==> config.mk <==
export PLATFORM = sky130hd
export DESIGN_NAME = led_frame_scheduler
export DESIGN_NICKNAME = d
export VERILOG_FILES = /design/src/rtl/led_pkg.sv /design/src/rtl/led_frame_buffer.sv /design/src/rtl/led_frame_scheduler.sv
export SDC_FILE = /design/constraint.sdc
export NUM_CORES = 2
export LEC_CHECK = 0
export ABC_AREA = 0
export BUFFER_PORTS_ARGS = -buffer_cell sky130_fd_sc_hd__buf_2
export CAP_MARGIN = 20
export CORE_UTILIZATION = 25
export CTS_CLUSTER_SIZE = 40
export DETAILED_ROUTE_END_ITERATION = 6
export RECOVER_POWER = 50
export SYNTH_ARGS = -nofsm -noshare
export SYNTH_HDL_FRONTEND = slang
export SYNTH_SLANG_ARGS = --single-unit
==> constraint.sdc <==
create_clock -name clk_in -period 3.7 [get_ports clk_in]
set_input_delay 0.37 -clock clk_in [delete_from_list [all_inputs] [get_ports clk_in]]
set_output_delay 0.37 -clock clk_in [all_outputs]
set_load 0.005 [all_outputs]
==> src/rtl/led_pkg.sv <==
// Shared types and cycle-count helpers for the LED frame scheduler.
package led_pkg;

  localparam int ColorWidth = 8;

  typedef struct packed {
    logic [ColorWidth-1:0] g;
    logic [ColorWidth-1:0] r;
    logic [ColorWidth-1:0] b;
  } rgb_t;

  typedef enum logic [2:0] {
    IDLE,
    OPEN,
    WAIT_RST,
    FEED,
    HOLD
  } sched_state_t;

  function automatic longint hz_to_cycles(longint clk_hz, longint hz);
    return clk_hz / hz;
  endfunction

  function automatic longint us_to_cycles(longint clk_hz, longint us);
    return (us * clk_hz) / 64'd1_000_000;
  endfunction

endpackage

==> src/rtl/led_frame_buffer.sv <==
// Double-banked colour store: one write port, one registered read port, bank bit is the address MSB.
module led_frame_buffer
  import led_pkg::*;
#(
  parameter int IW = 5
) (
  input  logic          clk_in,
  input  logic          wr_en_in,
  input  logic          wr_bank_in,
  input  logic [IW-1:0] wr_addr_in,
  input  rgb_t          wr_data_in,
  input  logic          rd_bank_in,
  input  logic [IW-1:0] rd_addr_in,
  output rgb_t          rd_data_out
);

  rgb_t mem [2**(IW+1)];

  always_ff @(posedge clk_in) begin
    if (wr_en_in) mem[{wr_bank_in, wr_addr_in}] <= wr_data_in;
    rd_data_out <= mem[{rd_bank_in, rd_addr_in}];
  end

endmodule

==> src/rtl/led_frame_scheduler.sv <==
// Frame sequencer for a WS2812B strand driver: refresh timing, bank swapping, colour streaming.
// Build option LED_BRIGHTNESS_EN adds brightness_in and a scaling stage (one extra cycle of latency).
module led_frame_scheduler
  import led_pkg::*;
#(
  parameter int CLOCK_SPEED = 100_000_000,
  parameter int NUM_LEDS    = 20,
  parameter int FRAME_HZ    = 60,
  parameter int RESET_US    = 60,
  localparam int IW = (NUM_LEDS > 1) ? $clog2(NUM_LEDS) : 1
) (
  input  logic          clk_in,
  input  logic          rst_n_in,
  input  logic          enable_in,
  input  logic          wr_en_in,
  input  logic [IW-1:0] wr_addr_in,
  input  logic [23:0]   wr_data_in,
  input  logic          swap_req_in,
  output logic          swap_pending_out,
  input  logic          led_req_valid_in,
  input  logic [IW-1:0] led_req_idx_in,
  output logic [7:0]    drv_green_out,
  output logic [7:0]    drv_red_out,
  output logic [7:0]    drv_blue_out,
  output logic          drv_color_valid_out,
  output logic          drv_force_reset_out,
  output logic          frame_start_out,
  output logic          busy_out,
  output logic          overrun_out,
  output logic          idx_err_out
`ifdef LED_BRIGHTNESS_EN
  ,
  input  logic [7:0]    brightness_in
`endif
);

  localparam int FrameCyc = int'(hz_to_cycles(longint'(CLOCK_SPEED), longint'(FRAME_HZ)));
  localparam int ResetCyc = int'(us_to_cycles(longint'(CLOCK_SPEED), longint'(RESET_US)));
  localparam int FW = (FrameCyc > 2) ? $clog2(FrameCyc) : 1;
  localparam int RW = (ResetCyc > 2) ? $clog2(ResetCyc) : 1;
  localparam logic [FW-1:0] FrameLast = FW'(FrameCyc - 1);
  localparam logic [RW-1:0] RstLast   = RW'(ResetCyc - 1);
  localparam logic [IW-1:0] LedLast   = IW'(NUM_LEDS - 1);

  sched_state_t  state, state_nxt;
  logic          front_bank;
  logic [FW-1:0] frame_cnt;
  logic [RW-1:0] rst_cnt;
  logic [IW-1:0] next_idx;
  logic          issue;
  logic [IW-1:0] issue_idx;
  logic          idx_mismatch;
  rgb_t          rd_data_p1;
  logic          vld_p1;
  rgb_t          drv_color_q;

`ifdef LED_BRIGHTNESS_EN
  rgb_t color_p2;
  logic vld_p2;

  function automatic logic [7:0] scale_ch(logic [7:0] c, logic [7:0] k);
    logic [15:0] prod;
    prod = c * k;
    return prod[15:8];
  endfunction

  function automatic rgb_t scale_rgb(rgb_t c, logic [7:0] k);
    rgb_t s;
    s.g = scale_ch(c.g, k);
    s.r = scale_ch(c.r, k);
    s.b = scale_ch(c.b, k);
    return s;
  endfunction
`endif

  always_ff @(posedge clk_in) begin
    if (!rst_n_in) state <= IDLE;
    else           state <= state_nxt;
  end

  always_comb begin
    state_nxt = state;
    case (state)
      IDLE:     if (enable_in) state_nxt = OPEN;
      OPEN:     state_nxt = WAIT_RST;
      WAIT_RST: if (rst_cnt == RstLast) state_nxt = (NUM_LEDS == 1) ? HOLD : FEED;
      FEED:     if (issue && next_idx == LedLast) state_nxt = HOLD;
      HOLD:     if (frame_cnt == FrameLast) state_nxt = enable_in ? OPEN : IDLE;
      default:  state_nxt = IDLE;
    endcase
  end

  // LED 0 is issued unsolicited on the last latch-wait cycle; the rest follow driver requests.
  always_comb begin
    issue        = 1'b0;
    issue_idx    = next_idx;
    idx_mismatch = 1'b0;
    case (state)
      WAIT_RST: begin
        issue     = (rst_cnt == RstLast);
        issue_idx = '0;
      end
      FEED: begin
        issue        = led_req_valid_in && (led_req_idx_in == next_idx);
        idx_mismatch = led_req_valid_in && (led_req_idx_in != next_idx);
      end
      default: ;
    endcase
  end

  assign drv_force_reset_out = (state == OPEN);
  assign frame_start_out     = (state == OPEN);
  assign busy_out            = (state != IDLE);

  always_ff @(posedge clk_in) begin
    if (!rst_n_in) begin
      front_bank       <= 1'b0;
      swap_pending_out <= 1'b0;
      overrun_out      <= 1'b0;
      idx_err_out      <= 1'b0;
      frame_cnt        <= '0;
      rst_cnt          <= '0;
      next_idx         <= '0;
    end else begin
      if (state == OPEN) begin
        front_bank       <= front_bank ^ swap_pending_out;
        swap_pending_out <= swap_req_in;
        frame_cnt        <= FW'(1);
        rst_cnt          <= '0;
        next_idx         <= '0;
      end else begin
        if (swap_req_in)             swap_pending_out <= 1'b1;
        if (frame_cnt != FrameLast)  frame_cnt <= frame_cnt + FW'(1);
      end
      if (state == WAIT_RST) rst_cnt <= rst_cnt + RW'(1);
      if (issue)             next_idx <= issue_idx + IW'(1);
      if ((state == WAIT_RST || state == FEED) && frame_cnt == FrameLast) overrun_out <= 1'b1;
      if (idx_mismatch)      idx_err_out <= 1'b1;
    end
  end

  // p0: address presented this cycle; p1: RAM data registered inside the buffer
  led_frame_buffer #(.IW(IW)) u_buf (
    .clk_in      (clk_in),
    .wr_en_in    (wr_en_in),
    .wr_bank_in  (~front_bank),
    .wr_addr_in  (wr_addr_in),
    .wr_data_in  (rgb_t'(wr_data_in)),
    .rd_bank_in  (front_bank),
    .rd_addr_in  (issue_idx),
    .rd_data_out (rd_data_p1)
  );

`ifdef LED_BRIGHTNESS_EN
  // p2: brightness-scaled colour
  always_ff @(posedge clk_in) begin
    color_p2 <= scale_rgb(rd_data_p1, brightness_in);
  end
`endif

  // Output register: colour and valid pulse to the driver
  always_ff @(posedge clk_in) begin
    if (!rst_n_in) begin
      vld_p1              <= 1'b0;
      drv_color_q         <= '0;
      drv_color_valid_out <= 1'b0;
`ifdef LED_BRIGHTNESS_EN
      vld_p2              <= 1'b0;
`endif
    end else begin
      vld_p1 <= issue;
`ifdef LED_BRIGHTNESS_EN
      vld_p2              <= vld_p1;
      drv_color_q         <= color_p2;
      drv_color_valid_out <= vld_p2;
`else
      drv_color_q         <= rd_data_p1;
      drv_color_valid_out <= vld_p1;
`endif
    end
  end

  assign drv_green_out = drv_color_q.g;
  assign drv_red_out   = drv_color_q.r;
  assign drv_blue_out  = drv_color_q.b;

endmodule
==> results.toml <==
[yosys]
synth_seq_cells = 1632
synthMuxAreaShare = 0.05764
synth_ff_type = "edfxtp_1"
syn_inst = 4338
yosys-top-cells-area = "edfxtp_1, mux2i_1, dfxtp_1"
synthArstFlopShare = 0
yosys.area.top_type = "edfxtp_1"
avgSynthCellArea_um2 = 15.11
synth_xor_area_frac = 0.003206
synthAdderAreaFrac = 0.0007634
synth-simple-area-share = 0.06438
synth_compound_area_frac = 0.1147
synth-edff-count = 1536
syn_area_um2 = 65560
synthesis.nets = 4382
yosysWarnings = 0
ys_seq_area_frac = 0.7329
synth_top_area_share = 0.7036
synth_top_family_by_area = "compound AO/OA/AOI/OAI gates"
ys_types = 65

[global_routing]
overflow = 0
antenna_found_initial = 18
track_usage = 0.1411
grt_max_degree = 114
grt_pass1_wl_mm = 276.0
grt_pass1_vias = 38510

[pwr]
power_density_nw_per_um2 = 508.8
power.leakage_nw = 22.93
ir_worst_vdd_mv = 0.3436

[sta]
setup_violations = 0
fin_skew_ns = 0.03156
setup_tns_ns = 0
fmax_mhz = 277.4
hold_ws_ns = 0.07000
hold_viol = 0
fin_crit_ns = 3.605
post-route-period-util = 0.9745
rsz0062_at_grt = "no"
worstMarginPinSlew_ns = 3.868
slew_viol_final = 1151
slew_headroom = -1.579

[worst_setup_path]
cp-start-kind = "flop"
path_cells = "clkbuf_1, nand3b_1, nor3_2, buf_4, a32o_1, a22oi_1, nand3_1, nor3_2"
crit_top_cell = "nor3_2"
critPathRequiredTime_ns = 4.39
max_stage_delay_ns = 1.01
crit_fanout = 24
critPathBufInv = 2
slowest_stage = "clkbuf_1"
cp_top_family = "buffers and inverters"
critPathKind = "reg -> reg"
arrival_ns = 4.29
cp-end-kind = "flop"

[cts]
cts_root_buf = "clkbuf_16"
cts_setup_buffers = 0
hold_buffers = 2
cts_resized = 0
clk_latency_ns = 0.81
cts_tree = "done"
cts_buffers = 161
clockBufferDepth = 3
cts.reportedPaths.clkPinSlew_ns = 0.06
cts.sinks = 1632
htree_num_levels = 4

[floorplanning]
die_h_um = 514.1
start_util = 0.2520
die_w_um = 514.1
pin_count = 71
fp.dieArea_um2 = 264300
std_cell_rows = 187
coreArea_um2 = 260200

[run]
drv_cap = 33

[detailed_routing]
routedWlPerCell_um = 23.54
met3_length_mm = 15.19
via_count = 40200
met1Wirelength_mm = 80.74
met2_length_mm = 89.96
drt-initial-drc-count = 4722
drt.antenna.violating_nets = 0
drt-total-wl_mm = 192.6
viasPerCell = 4.913
drcViolationCount = 0
top_layer_used = "met5"
first_pass_iters = 6

[placement]
gp_congestion = 0.8419
place_hpwl_mm = 112.8
dp.cells = 7861
numPortBuffers = 70

[final_layout]
final_common_cell = "edfxtp_1"
drive_gt1_frac = 0.1593
final_cell_mix = "edfxtp_1, mux2i_1, nor2_1"
final_nets = 4582
final_cell_count_no_fill = 8183
area_growth_pct = 16.82

[min_path]
hold_class = "in -> reg"

[outcome]
violations = "capacitance limit, slew limit"
status = "complete, but fails checks"
## cell families (layout without fill, tap and decap cells)
family | after synthesis | count (layout)
buffers and inverters | 389 | 727
multiplexers | 365 | 365
other | 0 | 11
AO/OA/AOI/OAI | 1076 | 1076
adder cells (fa/ha/maj) | 4 | 4
AND/OR/NAND/NOR | 848 | 848
flip-flops | 1632 | 1632
XOR/XNOR | 24 | 24
## power by group
group          switching (mW)  leakage (nW)  internal [mW]  total [mW]
Sequential              0.124          14.6           20.4        20.5
Clock                    6.94          2.48           8.89        15.8
Combinational            2.05          5.84          0.585        2.63
## layout make-up
cell class              count  area (um^2)
diodes                     11        27.53
clock buffers             224         4504
clock inverters            77        578.1
fillers                 25900       183600
inverters                  55        206.4
multi-input cells        2317        16000
flip-flops and latches   1632        48060
well taps                3496         4374
repair buffers            371         2835
## routing by layer
metal,up-vias,GRT usage
li1,17590,-
met1,20610,0.1917
met2,1747,0.2243
met3,252,0.02346
met4,6,0.05430
met5,-,0
## state kept, by name, indices dropped and copies added, names as in the netlist
| signal | count |
|---|---|
| vld_p1 | 1 |
| drv_blue_out | 8 |
| idx_err_out | 1 |
| overrun_out | 1 |
| next_idx | 5 |
| u_buf.mem | 1536 |
| drv_green_out | 8 |
| drv_color_valid_out | 1 |
| front_bank | 1 |
| rst_cnt | 13 |
| drv_red_out | 8 |
| swap_pending_out | 1 |
| frame_cnt | 21 |
| state | 3 |
| u_buf.rd_data_out | 24 |
## synth_stat cells, types with 24 or more instances
| library cell | count |
|---|---|
| o2bb2ai_1 | 24 |
| o21ai_0 | 236 |
| nor2b_1 | 55 |
| nor2_1 | 303 |
| nand2_1 | 100 |
| or3_1 | 75 |
| o311ai_0 | 96 |
| inv_1 | 55 |
| buf_2 | 103 |
| a21oi_1 | 162 |
| dfxtp_1 | 96 |
| mux2_2 | 100 |
| nand3_1 | 170 |
| nor3_1 | 35 |
| a31oi_1 | 99 |
| and2_1 | 27 |
| o41ai_2 | 24 |
| o22ai_1 | 48 |
| clkbuf_1 | 193 |
| a32o_1 | 72 |
| edfxtp_1 | 1536 |
| a211oi_1 | 96 |
| o221ai_1 | 24 |
| a22oi_1 | 97 |
| o32ai_1 | 48 |
| nor3_2 | 24 |
| o21a_1 | 25 |
| mux2i_1 | 265 |
## stage by stage
| step | area [um^2] | utilization | power [mW] | worst slack (ns) |
|---|---|---|---|---|
| finish | 76580 | 0.2943 | 38.97 | 0.09450 |
| global placement | 71570 | 0.2751 | 23.48 | 0.2420 |
| CTS | 76700 | 0.2948 | 39.23 | 0.2581 |
| global route | 76570 | 0.2943 | 40.02 | 0.09100 |
| floorplan | 65560 | - | 22.20 | 0.4299 |
| detailed placement | 71590 | 0.2752 | 23.51 | 0.2700 |
## path summary, 6_finish.rpt
path	slack (ns)	from	cells past startpoint	endpoint
max	0.09	front_bank$_SDFFE_PN0P_	8	u_buf.rd_data_out[16]$_DFF_P_
min	0.07	led_req_valid_in	4	idx_err_out$_SDFFE_PN0P_
max reg2reg	0.09	front_bank$_SDFFE_PN0P_	8	u_buf.rd_data_out[16]$_DFF_P_
min reg2reg	0.44	vld_p1$_SDFF_PN0_	1	drv_color_valid_out$_SDFF_PN0_
## worst min-delay path, delay by kind of cell
| kind | cells | cell delay, ns |
|---|---|---|
| AOI/OAI and AO/OA | 1 | 0.08 |
| buffers and inverters | 1 | 0.10 |
| and+or+nand+nor | 2 | 0.27 |
(Power assumes the default switching activity.)
